## config.mk

```make
export PLATFORM = sky130hd
export DESIGN_NAME = text_line_fetcher
export DESIGN_NICKNAME = d
export VERILOG_FILES = /design/src/rtl/text_line_fetcher_pkg.sv /design/src/rtl/text_line_fetcher.sv
export SDC_FILE = /design/constraint.sdc
export NUM_CORES = 1
export LEC_CHECK = 0
export CORE_MARGIN = 2
export CORE_UTILIZATION = 40
export DETAILED_ROUTE_END_ITERATION = 10
export MAX_ROUTING_LAYER = met4
export PLACE_DENSITY = 0.61
export SLEW_MARGIN = 20
export SYNTH_ARGS = -nofsm -noshare
export SYNTH_HDL_FRONTEND = slang
export SYNTH_SLANG_ARGS = --single-unit
```

## constraint.sdc

```tcl
create_clock -name clk -period 2.1 [get_ports clk]
set_input_delay 0.21 -clock clk [delete_from_list [all_inputs] [get_ports clk]]
set_output_delay 0.21 -clock clk [all_outputs]
set_load 0.02 [all_outputs]
```

## src/rtl/text_line_fetcher_pkg.sv

```systemverilog
// Shared constants for the text-mode video memory: read/write select codes,
// address widths and the line fetcher state encoding.
package text_line_fetcher_pkg;

   // Select field values in bits [15:13] of a video memory address
   localparam logic [2:0] CMD_CHAR = 3'b000;
   localparam logic [2:0] CMD_FONT = 3'b001;

   // Offset widths of the character buffer and the font memory
   localparam int CHAR_AW = 13;
   localparam int FONT_AW = 12;

   // Line fetcher sequencing states
   typedef enum logic [2:0] {
      ST_IDLE   = 3'd0,
      ST_C_ADDR = 3'd1,
      ST_C_WAIT = 3'd2,
      ST_F_ADDR = 3'd3,
      ST_F_WAIT = 3'd4,
      ST_OUT    = 3'd5
   } fetch_state_t;

endpackage

```

## src/rtl/text_line_fetcher.sv

```systemverilog
// Text-mode scan line fetcher: for every column of a scan line it reads the
// character code, then the matching glyph row, and hands one pixel byte per
// cell to the serializer over a valid/ready handshake.
module text_line_fetcher
   import text_line_fetcher_pkg::*;
#(
   parameter int COLS       = 80,
   parameter int ROWS       = 30,
   parameter int FONT_H     = 16,
   parameter int RD_LATENCY = 1
) (
   input  logic        clk,
   input  logic        rst_n,
   input  logic        line_start,
   input  logic [8:0]  line_num,
   output logic        busy,
   output logic        line_err,
   output logic [15:0] rd_addr,
   input  logic [7:0]  rd_data,
   output logic [7:0]  pix_data,
   output logic        pix_valid,
   output logic        pix_last,
   input  logic        pix_ready
);

   localparam int COL_W = (COLS > 1) ? $clog2(COLS) : 1;
   localparam int LAT_W = $clog2(RD_LATENCY + 1);
   localparam int LINES = ROWS * FONT_H;
   localparam logic [COL_W-1:0] LAST_COL = COL_W'(COLS - 1);
   localparam logic [LAT_W-1:0] LAST_LAT = LAT_W'(RD_LATENCY - 1);

   // Parameter legality: the whole char grid must fit the char address space
   if (ROWS * COLS > 8192) begin : g_bad_cells
      $error("text_line_fetcher: ROWS*COLS exceeds the character address space");
   end
   if (RD_LATENCY < 1) begin : g_bad_latency
      $error("text_line_fetcher: RD_LATENCY must be at least 1");
   end

   fetch_state_t         state_q, state_d;
   logic [COL_W-1:0]     col_q, col_d;
   logic [LAT_W-1:0]     lat_q, lat_d;
   logic [CHAR_AW-1:0]   cell_base_q, cell_base_d;
   logic [3:0]           glyph_q, glyph_d;
   logic [15:0]          rd_addr_q, rd_addr_d;
   logic [7:0]           pix_data_q, pix_data_d;
   logic                 pix_valid_q, pix_valid_d;
   logic                 pix_last_q, pix_last_d;
   logic                 busy_q, busy_d;
   logic                 line_err_q, line_err_d;

   logic                 line_ok_s;
   logic [CHAR_AW-1:0]   base_s;
   logic [3:0]           glyph_s;
   logic [FONT_AW-1:0]   font_off_s;
   logic [CHAR_AW-1:0]   char_next_s;

   // Decode the requested line into its first cell address and glyph row
   always_comb begin
      line_ok_s   = ({1'b0, line_num} < 10'(LINES));
      base_s      = CHAR_AW'(line_num / 9'(FONT_H)) * CHAR_AW'(COLS);
      glyph_s     = 4'(line_num % 9'(FONT_H));
      font_off_s  = {rd_data, glyph_q};
      char_next_s = cell_base_q + CHAR_AW'(col_q) + CHAR_AW'(1);
   end

   // Next-state and output sequencing; the address is loaded on entry to
   // each *_ADDR state so the memory sees it for the whole wait window
   always_comb begin
      state_d     = state_q;
      col_d       = col_q;
      lat_d       = lat_q;
      cell_base_d = cell_base_q;
      glyph_d     = glyph_q;
      rd_addr_d   = rd_addr_q;
      pix_data_d  = pix_data_q;
      pix_valid_d = pix_valid_q;
      pix_last_d  = pix_last_q;
      busy_d      = busy_q;
      line_err_d  = 1'b0;

      case (state_q)
         ST_IDLE: begin
            if (line_start) begin
               if (line_ok_s) begin
                  state_d     = ST_C_ADDR;
                  cell_base_d = base_s;
                  glyph_d     = glyph_s;
                  col_d       = '0;
                  busy_d      = 1'b1;
                  rd_addr_d   = {CMD_CHAR, base_s};
               end else begin
                  line_err_d  = 1'b1;
               end
            end else begin
               state_d = ST_IDLE;
            end
         end
         ST_C_ADDR: begin
            state_d = ST_C_WAIT;
            lat_d   = '0;
         end
         ST_C_WAIT: begin
            // char code arrives now: turn it straight into the font address
            if (lat_q == LAST_LAT) begin
               state_d   = ST_F_ADDR;
               rd_addr_d = {CMD_FONT, CHAR_AW'(font_off_s)};
            end else begin
               lat_d = lat_q + LAT_W'(1);
            end
         end
         ST_F_ADDR: begin
            state_d = ST_F_WAIT;
            lat_d   = '0;
         end
         ST_F_WAIT: begin
            if (lat_q == LAST_LAT) begin
               state_d     = ST_OUT;
               pix_data_d  = rd_data;
               pix_valid_d = 1'b1;
               pix_last_d  = (col_q == LAST_COL);
            end else begin
               lat_d = lat_q + LAT_W'(1);
            end
         end
         ST_OUT: begin
            if (pix_ready) begin
               pix_valid_d = 1'b0;
               pix_last_d  = 1'b0;
               if (col_q == LAST_COL) begin
                  state_d = ST_IDLE;
                  busy_d  = 1'b0;
               end else begin
                  state_d   = ST_C_ADDR;
                  col_d     = col_q + COL_W'(1);
                  rd_addr_d = {CMD_CHAR, char_next_s};
               end
            end else begin
               state_d = ST_OUT;
            end
         end
         default: begin
            state_d     = ST_IDLE;
            pix_valid_d = 1'b0;
            pix_last_d  = 1'b0;
            busy_d      = 1'b0;
         end
      endcase
   end

   // State and output registers; reset abandons any line in progress
   always_ff @(posedge clk or negedge rst_n) begin
      if (!rst_n) begin
         state_q     <= ST_IDLE;
         col_q       <= '0;
         lat_q       <= '0;
         cell_base_q <= '0;
         glyph_q     <= 4'h0;
         rd_addr_q   <= 16'h0000;
         pix_data_q  <= 8'h00;
         pix_valid_q <= 1'b0;
         pix_last_q  <= 1'b0;
         busy_q      <= 1'b0;
         line_err_q  <= 1'b0;
      end else begin
         state_q     <= state_d;
         col_q       <= col_d;
         lat_q       <= lat_d;
         cell_base_q <= cell_base_d;
         glyph_q     <= glyph_d;
         rd_addr_q   <= rd_addr_d;
         pix_data_q  <= pix_data_d;
         pix_valid_q <= pix_valid_d;
         pix_last_q  <= pix_last_d;
         busy_q      <= busy_d;
         line_err_q  <= line_err_d;
      end
   end

   assign busy      = busy_q;
   assign line_err  = line_err_q;
   assign rd_addr   = rd_addr_q;
   assign pix_data  = pix_data_q;
   assign pix_valid = pix_valid_q;
   assign pix_last  = pix_last_q;

endmodule

```

==> run summary <==
Cell area after placement - 3230 um^2
Setup ws final - 0.131 ns
DR DRC count - 0
Yosys warnings - 0
Clock tree buffer depth - 2
Vias post-DR - 2101
Placeable core region - 6310 um^2
Clock root buffer - clkbuf_8
Synth area leaders - dfrtp_1, nand2_1, ha_1
# setup viols final - 0
Synthesis-to-finish area growth - 29.1%
Outcome - complete, but fails checks
Worst EP arrival - 2.15 ns
Die Y - 84.4 um
Global route overflow - 0
Required time worst endpoint - 2.28 ns
IO Count - 49
Row cnt - 29
CTS tree - done
Vias in the first global route - 2070
Hold/Removal Path Class - input port to asynchronous set/reset pin
Antenna Nets Post-Route - 0
Maximum fanout along the worst path - 6
IO buf count - 46
Failing checks - hold timing
Place WS - -0.191 ns
CTS H-tree lvls - 2
Slew headroom - 59.6%
Max Fclk - 0.508 GHz
Max Cap Viol - 0
CP Launch Type - flip-flop
Post-synthesis sequential area ratio - 46.5%
Worst IR drop on VDD - 0.683 mV
Area leader, netlist - dfrtp_1
Synth Instances - 257
Clock Pin Slew Worst Setup and Hold Paths - 0.08 ns
Initial antenna violation count - 0
1st-iter DRT viols - 112
Crit end category - flip-flop
Final Wtd Congestion - 0.814
Lkg Pwr - 1.51 nW
Tot GR Track Use - 19.3%
Wire length per cell - 15.3 um
Mean number of vias per cell - 5.27
Clock Latency Late Sink - 0.30 ns
Post-cts hold buffer count - 0
Ys flop type - dfrtp_1
Top cell type's share of synthesized area - 46.5%
Die span in x - 84.4 um
Number of fill cells in the layout - 603
Count of flip-flops with a built-in enable after synthesis - 0
Initial Util - 40.9%
Ratio of cells with drive above 1 in the final layout - 17.7%
ANT cells - 0
Final WL - 6110 um
Final Slew Violations - 0
Global-route wire length before repair - 10400 um
Setup CP Type - flip-flop to flip-flop
FFs w/ async S/R, synth - 100%
CTS sink count - 48
Design area - 3330 um^2
Synth Register Bits - 48
Post-synthesis cell area - 2580 um^2
Least-Margin Pin Slew - 0.607 ns
Postcts setup bufs - 0
Cts bufs inserted - 5
Clk_skew - 0.00316 ns
Netlist cell types - 53
Fin crit period - 1.97 ns
DIE AREA - 7110 um^2
Syn Area/Cell - 10.0 um^2
Fin crit share - 93.8%
Unrepaired setup endpoints after global routing - no
Final hold vios - 11
Post-DP HPWL - 4610 um
Total Power - 0.00424 W
P per Cell Area - 1270 nW/um^2
First-pass DRT Iterations - 4
Nets - 354
Largest net degree at the start of global routing - 49
Final hold slack - -0.00530 ns
==> report_power, final <==
| group | internal, W | total (W) | switching [W] |
|---|---|---|---|
| registers | 0.00128 | 0.00152 | 0.000232 |
| logic | 0.00101 | 0.00213 | 0.00112 |
| clock network | 0.000294 | 0.000595 | 0.000301 |
==> synthesized netlist by cell type (all sizes together) (6+ instances only) <==
cell type and count:
mux2 8, buf 9, nor2 23, inv 9, nand2 47, dfrtp 48, xnor2 10, ha 10
a21oi 9, a21o 6, o21ai 10
==> worst max-delay path: stages, from the launching register on <==
cell and delay [ns]:
dfrtp_1 0.47, ha_1 0.34, and3_1 0.22, a221oi_2 0.39, nor3_1 0.08, o21ai_0 0.23, a31oi_1 0.12
==> cell usage in the layout, fill, tap and decap left out, types with 2 or more instances in the layout <==
| cell | n |
|---|---|
| dfrtp_1 | 48 |
| a21oi_1 | 9 |
| o221ai_1 | 2 |
| a221o_2 | 2 |
| ha_1 | 9 |
| nand2b_1 | 4 |
| a221oi_1 | 2 |
| nor2_2 | 2 |
| o2111ai_1 | 2 |
| a21o_1 | 5 |
| nor3_1 | 3 |
| xor2_1 | 3 |
| o22ai_1 | 3 |
| nand2_1 | 47 |
| buf_4 | 21 |
| a221oi_2 | 3 |
| a221o_1 | 2 |
| nand3_1 | 4 |
| o21a_1 | 2 |
| mux2_2 | 8 |
| o211ai_1 | 2 |
| nand4_1 | 3 |
| clkdlybuf4s50_1 | 45 |
| clkbuf_8 | 7 |
| inv_1 | 9 |
| xnor2_1 | 10 |
| nor2_1 | 21 |
| conb_1 | 2 |
| o21ai_0 | 10 |
| nor2b_1 | 5 |
| a31oi_1 | 5 |
==> repair_timing <==
action / 4_1_cts / 5_1_grt
hold endpoints to repair: 0 / 0
resized for setup: 0 / 3
setup endpoints to repair: 0 / 2
==> logic make-up after synthesis <==
logic type,Yosys count,synth area share (%)
AO/OA/AOI/OAI,56,17.1
other,1,0.145
buffers and inverters,19,4.02
adder cells (fa/ha/maj),11,5.62
multiplexers,8,3.49
XOR/XNOR,13,4.41
AND/OR/NAND/NOR,101,18.7
flip-flops,48,46.5
==> layer usage <==
layer / up-vias / GRT usage (%) / wire length, um
met5: - / - / 0
met4: 0 / 6.93 / 148
met3: 11 / 3.44 / 199
met2: 37 / 27.1 / 2750
met1: 1014 / 27.9 / 3010
li1: 1039 / - / -
==> sequential cells by signal, indices dropped and copies added, names as in the netlist <==
name         flops
glyph_q          4
pix_last         1
cell_base_q      8
state_q          3
pix_valid        1
pix_data         8
line_err         1
col_q            7
rd_addr         14
busy             1
==> metrics by stage <==
stage	hold WS (ns)	TNS, ns	util [%]	std cells
6_report	-0.00530	0	52.8	399
5_1_grt	0.0486	0	52.8	399
4_1_cts	0.0140	0	52.6	399
3_5_place_dp	0.352	-0.729	51.1	392
3_3_place_gp	0.354	-0.495	51.1	392
2_1_floorplan	-0.0856	0	-	258
==> worst paths after layout <==
kind                               endpoint   startpoint  cells after the start  slack, ns
worst max-delay path            rd_addr[11]     col_q[4]                      6       0.13
worst min-delay path                   busy        rst_n                      2     -0.005
worst max register to register  rd_addr[11]     col_q[4]                      6       0.13
worst min register to register  rd_addr[12]  rd_addr[12]                      2       0.48
max in group asynchronous        state_q[1]        rst_n                      2       1.70
min in group clk                 glyph_q[2]  line_num[2]                      3       0.43
==> cell type report <==
cell class / instances / area, um^2 / area share [%]
inverters: 9 / 33.8 / 1.01
well taps: 77 / 96.3 / 2.89
clock buffers: 7 / 96.3 / 2.89
repair buffers: 67 / 613 / 18.4
multi-input cells: 191 / 1290 / 38.8
flip-flops and latches: 48 / 1200 / 36.0
Note: power is estimated with default switching activity, not from simulation.
==> variant (same settings) <==
Set the parameter `RD_LATENCY` to 2 (it was 1).
--- a/src/rtl/text_line_fetcher.sv
+++ b/src/rtl/text_line_fetcher.sv
@@ -7,7 +7,7 @@
    parameter int COLS       = 80,
    parameter int ROWS       = 30,
    parameter int FONT_H     = 16,
-   parameter int RD_LATENCY = 1
+   parameter int RD_LATENCY = 2
 ) (
    input  logic        clk,
    input  logic        rst_n,
Behaviour: not the same (a bounded check fails within 4 cycles, from zero or initial values and one cycle with rst_n low).
==> variant against the unedited design <==
- sequential cell count up 2
- cell count up 14%
- area after synthesis up 7.0%
- total power up 16%
- worst setup slack worse by 0.079 ns
- routed wire length up 13%
- cell area up 15%
- die area up 6.7%
- largest power group unchanged
==> variant: results (changes against the unedited design) <==
CTS
  • Postcts setup bufs: 1 (+1)
  • Reg clk slew, reported paths: roughly 0.090 ns
  • Hold_buf cts: 1 (+1)
  • # resized after CTS: 2 (+2)

Place
  • Hpwl dp: 5110 um (+11%)
  • DP Cell Count: 440 (+12%)
  • Routability Congestion: 0.854 (+5.0%)

GRT
  • GR Util met2: 0.310 (+0.0389)
  • Tot GR Track Use: 0.199 (+0.00626)
  • Largest net degree at the start of global routing: 51 (+4.1%)
  • Vias in the first global route: 2378 (+15%)
  • First-pass GRT wire length: 11500 um (+10%)
  • GR Util met1: 0.272 (-0.00676)
  • GR Util met3: 0.0351 (+0.000656)

Layout
  • Non-clk bufs: 91 (+36%)
  • Nets: 407 (+15%)
  • Inverters: 5 (-4)
  • Final non-clock buffer share: 0.222 (+0.0383)
  • Post-Layout Cell Count: 455 (+14%)
  • Area of the multi-input gates: 1500 um^2 (+16%)
  • #MultiIn Comb: 221 (+16%)
  • Clock-cell share of area: 0.0287 (-0.000193)
  • # clk buffers: 6 (-1)
  • Filler cell count in the final layout: 580 (-3.8%)
  • Fraction of layout cells with a size suffix above 1: 0.213 (+0.0363)

Timing
  • Clock Skew: 0.00818 ns (+0.00502 ns)
  • Slew @ Worst Pin: 0.526 ns (-0.0803 ns)
  • Hold Violations, Final: 0 (-11)
  • Hold_ws: 0.381 ns (+0.387 ns)

Drt
  • Final WL: 6910 um (+13%)
  • 1st-iter DRT viols: 123 (+9.8%)
  • Vias per inst: 5.28 (+0.21%)

Critical path
  • Worst path arrival time: 2.23 ns (+0.08 ns)
  • Reg-to-reg slack, setup: 0.05 ns (-0.08 ns)
  • Crit path from: col_q[1]
  • R2R cell count: 6 (unchanged)

Worst hold path
  • HP Class: in -> reg

Logic synthesis
  • Synth top cells by count: nand2_1 (57), dfrtp_1 (50), o21ai_0 (21)
  • Post-synthesis sequential area ratio: 0.453 (-0.0124)
  • Synthesized instance count: 291 (+13%)
  • Ranking of synthesized cells by area: dfrtp_1 (45%), nand2_1 (7.7%), ha_1 (5.0%)

Run status
  • Status: finished clean
[variant: changes by cell type after synthesis, moves of 3 or more]
cell	change
a211oi_1	+4
nand2_1	+10
buf_2	-4
nor3_1	-3
clkbuf_1	+11
nor3b_1	+4
and3_1	+3
or4_1	+3
a221oi_1	+3
a22o_1	+3
inv_1	-4
o21ai_0	+11
[variant: metal layers]
metal,vias to the layer above,part of all wire
met5,-,0
met4,0,0.0046
met3,2,0.035
met2,48,0.47
met1,1147,0.49
li1,1204,-
[variant: worst min-delay path by stage]
stage                     end  cells after the start
3_5_place_dp      pix_data[0]                      2
2_1_floorplan            busy                      0
5_1_grt        cell_base_q[5]                      3
6_report       cell_base_q[5]                      3
4_1_cts            glyph_q[0]                      3
3_3_place_gp      pix_data[0]                      2
[variant: power breakdown]
group	internal, mW	switching, mW
Combinational	1.35	1.30
Clock	0.356	0.327
Sequential	1.34	0.244
[variant: cells by family after synthesis]
family | synth area share
AND/OR/NAND/NOR | 0.193
AO/OA/AOI/OAI | 0.178
flip-flops | 0.453
buffers and inverters | 0.0344
adder cells (fa/ha/maj) | 0.0570
multiplexers | 0.0480
XOR/XNOR | 0.0349
other | 0.00136
[variant: worst max-delay path, stage by stage, from the launching register on]
cell and delay (ns):
dfrtp_1 0.39, ha_2 0.19, and3_4 0.18, a31o_4 0.22
a221o_2 0.46, buf_6 0.15, a221o_1 0.34
[variant: stage by stage]
stage	TNS, ns	area (um^2)	util	total power [mW]	worst slack (ns)
2_1_floorplan	0	2770	-	2.98	0.0295
3_3_place_gp	-1.55	3560	0.527	3.96	-0.249
3_5_place_dp	-2.00	3560	0.527	4.00	-0.316
4_1_cts	0	3690	0.546	4.73	0.000718
5_1_grt	-0.00600	3830	0.568	5.29	-0.00600
6_report	0	3830	0.568	4.91	0.0518
